File: src/rtl/instruction_prefetch.sv
// In-order instruction prefetch buffer with credit-limited fetch and redirect discard.
// Define FETCH_PERF_CNT_EN to build the delivered-instruction counter on fetch_count.
module instruction_prefetch #(
  parameter int              XLEN     = 32,
  parameter int              AW       = 32,
  parameter int              DEPTH    = 4,
  parameter logic [AW-1:0]   RESET_PC = '0,
  parameter int              PC_STEP  = 4
) (
  input  logic            clk,
  input  logic            reset,
  output logic            imem_req,
  output logic [AW-1:0]   imem_addr,
  input  logic            imem_ready,
  input  logic            imem_rvalid,
  input  logic [XLEN-1:0] imem_rdata,
  input  logic            redirect_valid,
  input  logic [AW-1:0]   redirect_pc,
  output logic            instr_valid,
  output logic [XLEN-1:0] instr,
  output logic [AW-1:0]   instr_pc,
  input  logic            instr_ready,
  output logic [31:0]     fetch_count
);

  localparam int            PTR_W = $clog2(DEPTH);
  localparam int            CNT_W = PTR_W + 1;
  localparam int            SUM_W = CNT_W + 2;
  localparam logic [AW-1:0] STEP  = AW'(PC_STEP);

  logic [XLEN-1:0]  data_mem [DEPTH];
  logic [AW-1:0]    pc_mem   [DEPTH];
  logic [PTR_W-1:0] wr_ptr;
  logic [PTR_W-1:0] rd_ptr;
  logic [CNT_W-1:0] occupancy;
  logic [CNT_W-1:0] outstanding;
  logic [CNT_W-1:0] discard;
  logic [AW-1:0]    fetch_pc;
  logic [AW-1:0]    resp_pc;

  logic [SUM_W-1:0] credit_sum;
  logic             accept;
  logic             drop;
  logic             push;
  logic             pop;

  // NOTE: combinational logic uses blocking '=' and gives every output a value on
  // every path, so no latch is inferred; clocked state below uses '<=' only.
  always_comb begin
    credit_sum = SUM_W'(occupancy) + SUM_W'(outstanding) + SUM_W'(discard);
  end

  // Every slot already filled, in flight, or owed to a discard counts against the buffer,
  // so a response can never arrive to a full buffer.
  assign imem_req  = !reset && !redirect_valid && (credit_sum < SUM_W'(DEPTH));
  assign imem_addr = fetch_pc;
  assign accept    = imem_req && imem_ready;

  assign drop = imem_rvalid && (discard != '0);
  assign push = imem_rvalid && (discard == '0) && !redirect_valid && !reset;
  assign pop  = instr_valid && instr_ready && !redirect_valid;

  assign instr_valid = !reset && (occupancy != '0);
  assign instr       = data_mem[rd_ptr];
  assign instr_pc    = pc_mem[rd_ptr];

  always_ff @(posedge clk) begin
    if (reset) begin
      fetch_pc    <= RESET_PC;
      resp_pc     <= RESET_PC;
      wr_ptr      <= '0;
      rd_ptr      <= '0;
      occupancy   <= '0;
      outstanding <= '0;
      discard     <= '0;
    end else if (redirect_valid) begin
      // Everything still in flight becomes a discard; a response landing now retires one.
      fetch_pc    <= redirect_pc;
      resp_pc     <= redirect_pc;
      wr_ptr      <= '0;
      rd_ptr      <= '0;
      occupancy   <= '0;
      outstanding <= '0;
      discard     <= discard + outstanding - CNT_W'(imem_rvalid);
    end else begin
      if (accept) fetch_pc <= fetch_pc + STEP;
      if (push) begin
        wr_ptr  <= wr_ptr + 1'b1;
        resp_pc <= resp_pc + STEP;
      end
      if (pop) rd_ptr <= rd_ptr + 1'b1;
      case ({push, pop})
        2'b10:   occupancy <= occupancy + 1'b1;
        2'b01:   occupancy <= occupancy - 1'b1;
        default: occupancy <= occupancy;
      endcase
      outstanding <= outstanding + CNT_W'(accept) - CNT_W'(push);
      if (drop) discard <= discard - 1'b1;
    end
  end

  // NOTE: the storage arrays are deliberately not reset; occupancy and the pointers
  // alone decide which entries are live.
  always_ff @(posedge clk) begin
    if (push) begin
      data_mem[wr_ptr] <= imem_rdata;
      pc_mem[wr_ptr]   <= resp_pc;
    end
  end

`ifdef FETCH_PERF_CNT_EN
  logic [31:0] pop_count;

  always_ff @(posedge clk) begin
    if (reset)    pop_count <= '0;
    else if (pop) pop_count <= pop_count + 32'd1;
  end

  assign fetch_count = pop_count;
`else
  assign fetch_count = 32'd0;
`endif

  a_push_not_full : assert property (@(posedge clk) disable iff (reset)
    push |-> (occupancy < CNT_W'(DEPTH)));

  a_req_held : assert property (@(posedge clk) disable iff (reset)
    (imem_req && !imem_ready) |=>
      (redirect_valid || (imem_req && (imem_addr == $past(imem_addr)))));

endmodule
File: config.mk
export PLATFORM = sky130hd
export DESIGN_NAME = instruction_prefetch
export DESIGN_NICKNAME = d
export VERILOG_FILES = /design/src/rtl/instruction_prefetch.sv
export SDC_FILE = /design/constraint.sdc
export NUM_CORES = 1
export LEC_CHECK = 0
export ABC_AREA = 1
export CORE_MARGIN = 10
export CORE_UTILIZATION = 50
export DETAILED_ROUTE_END_ITERATION = 6
export PLACE_DENSITY = 0.74
export SKIP_LAST_GASP = 1
export SYNTH_ARGS = -nofsm -noshare
export SYNTH_HDL_FRONTEND = slang
export SYNTH_SLANG_ARGS = --single-unit
File: constraint.sdc
create_clock -name clk -period 7.5 [get_ports clk]
set_clock_uncertainty 0.15 [all_clocks]
set_input_delay 0.75 -clock clk [delete_from_list [all_inputs] [get_ports clk]]
set_output_delay 0.75 -clock clk [all_outputs]
set_load 0.01 [all_outputs]
==> impl_results.md <==
* Status: complete, no violations
* Cell Area, Synth at 15000 um^2
* Simple-Gate Fraction of Synth Area at 17.3%
* Async S/R FF share, synth at 0%
* Worst Path Max Fanout at slightly above 80
* Clock root buffer master: clkbuf_16
* Area after DPL at roughly 17000 um^2
* Nets at 1770
* Static Leakage at 6.34 nW
* Relative slew slack at a little under a third
* Crit start category: register
* Slew @ Worst Pin at just over 1 ns
* Die X at about 190 um
* DRC Markers at 0
* Final global-route overflow total at 0
* Total GRT Usage at just under 20%
* CTS sink cnt at between 300 and 400
* Setup CP Type: reg -> out
* Worst EP arrival at between 3 and 4 ns
* Crit path to: instr[11]
* DR WL/cell at 18.1 um
* Power density cells at around 220 nW/um^2
* FF-to-FF path depth at 13
* Number of synthesized flops with an enable pin at ~260
* Final worst path period need at ~4.5 ns
* RSZ-0062 raised after global routing: false
* Total core area at 29600 um^2
* Setup repair bufs after CTS at 0
* DRT Pass-1 Iters at 5
* Die Area at between 30000 and 40000 um^2
* Final ANT Viol Nets at 0
* Post-synth top area cell: edfxtp_1
* Max-slew violations at 0
* Filler cell count at between 2000 and 2500
* Hold_buf cts at 0
* DP Cell Count at a little over 2000
* Number of max-cap violations at 0
* DR vias at between 10000 and 15000
* Antenna fix cells at 0
* Total routed wirelength at around 38000 um
* Setup TNS at 0 ns
* Starting Density at 50.7%
* Crit path capture type: output port
* Global-route wire length before repair at 59900 um
* Final worst path period share at 59.9%
* Reg clk slew, reported paths at 0.06 ns
* Yosys cell types at 43
* Initial antenna violation count at 0
* Post-cts gate resize count at 0
* Flop-to-flop setup slack at roughly 3.5 ns
* Post-Synth XOR/XNOR Area at under 10%
* Mux share of post-synthesis cell area at 0%
* H-tree levels at 2
* Share of layout cells above drive strength 1 at under 10%
* Via density at roughly 5.4
* Cells after Synth at around 1500
* Main combinational cell family by area after synthesis: simple AND/OR/NAND/NOR gates
* Path type of the worst min-delay path: reg -> reg
* Compound-Gate Fraction of Synth Area at ~11%
* Worst R2R Start: outstanding[1]
* DP Wirelength at roughly 25000 um
* Post-route cell area at 18000 um^2
* Area grow syn2layout at 19.6%
* Pin count of the biggest net entering global routing at slightly above 80
* Ys flop type: edfxtp_1
* Dominant cells by area after synthesis: edfxtp_1 51%, dfxtp_1 11%, nand2_1 7.6%
* Req. time, crit path at 6.60 ns
* Clk_lat worst skew at slightly above 0.5 ns
* Yosys warnings at 0
* Buffers on Ports at between 150 and 200
* Worst IR Drop VDD at ~140 uV
* R2r endpoint: outstanding[2]
* I/O Pins at 200
* Pwr Total at 4.03 mW
* Final Setup Violations at 0
* Total clock buffers created by CTS at 36
* Die extent in y at 193 um
* GPL Wtd Cong at between 0.9 and 1
* Max Root-Sink Buffers at 3
* Number of cell rows at between 60 and 70
* Fraction of the mapped netlist area in adder cells at about 2.1%
* Area taken by multi-input logic gates at 4960 um^2
* Final Hold Slack at between 0.3 and 0.4 ns
* Share of the synthesized area in the top cell type at just over 50%
* FF/Latch Area at 9270 um^2
* Non-filler instance count after layout at 2089
* Iter 0 DRT Violations at around 1100
* Synth Register Bits at 335
* Syn_area_per_cell at just under 10 um^2
* CTS tree: yes
* Vias in the first global route at 11300
* Final Hold Viols at 0
* Sequential fraction of the synthesis area at roughly 62%
* Peak Freq at 0.223 GHz
## critical path: stages, from the launching register on
cell             delay (ns)
dfxtp_4                0.78
clkinv_2               0.70
buf_4                  0.57
o21ai_0                0.30
o22ai_1                0.13
clkdlybuf4s50_1        0.51
## stage by stage
step,utilization [%],worst slack [ns]
3_5_place_dp,57.0,3.12
5_1_grt,60.7,2.68
3_3_place_gp,57.0,3.21
4_1_cts,60.7,3.00
2_1_floorplan,-,2.83
6_report,60.7,3.01
## cell families after synthesis
group / after synthesis
AOI/OAI and AO/OA: 307
xor gates and xnor gates: 27
adders and majority gates: 22
buffers and inverters: 203
other: 1
and+or+nand+nor: 632
DFF: 335
## layout by cell type (no fill, tap or decap), types with 20 or more instances in the layout
cell type	count
o22ai_1	64
nand2_1	305
dfxtp_1	77
clkbuf_16	36
inv_1	98
a21oi_1	51
nor2_1	226
conb_1	32
clkdlybuf4s50_1	166
nand3_1	64
xor2_1	20
o21ai_0	171
edfxtp_1	256
## sequential cells by signal, indices dropped and copies added (netlist names), named ones only
name and count:
resp_pc 32, rd_ptr 2, discard 3, pc_mem 128, occupancy 3, imem_addr 32
wr_ptr 2, data_mem 128, outstanding 3
## report_power, final
part	switching, mW	total, mW	internal [mW]
sequential	0.0495	2.09	2.04
combinational	0.164	0.291	0.127
clock	0.696	1.65	0.955
## worst min-delay path by stage
| stage | from | end | slack (ns) | cells after the start |
|---|---|---|---|---|
| 2_1_floorplan | rd_ptr[1] | register | 0.29 | 2 |
| 3_3_place_gp | rd_ptr[1] | register | 0.30 | 2 |
| 3_5_place_dp | imem_addr[0] | imem_addr[0] | 0.31 | 2 |
| 4_1_cts | imem_addr[0] | imem_addr[0] | 0.32 | 2 |
| 5_1_grt | imem_addr[0] | imem_addr[0] | 0.36 | 2 |
| 6_report | imem_addr[0] | imem_addr[0] | 0.31 | 2 |
## cells in the mapped netlist, types with 3 or more instances
cell type and number:
o21ai_1 4, nand2_1 305, a31oi_1 8, o211ai_1 4, buf_2 11, edfxtp_1 256, a21oi_1 51, nor2_2 4
buf_4 32, o21ai_0 171, xnor2_1 7, inv_1 99, nor2_1 230, ha_1 16, buf_6 5, xor2_1 20
clkbuf_1 43, buf_1 5, o22ai_1 64, dfxtp_1 79, fa_1 6, nand2_4 3, nand3_1 64, nand3b_1 13
nand4_1 4
## layout make-up
cell class,instances,share of cell area [%]
sequential,335,51.6
inverter,106,2.32
tap,390,2.71
clock buffer,44,5.18
clock inverter,15,0.849
timing repair buffer,179,9.77
multi-input combinational,1020,27.6
## routing by layer
metal  GRT usage [%]  up-vias  routed length (um)
li1                -     5469                   -
met1            25.3     5371               16000
met2            31.2      483               17900
met3            4.56       54                3230
met4            5.81        0                 710
met5               0        -                   0
(Power assumes the default switching activity.)
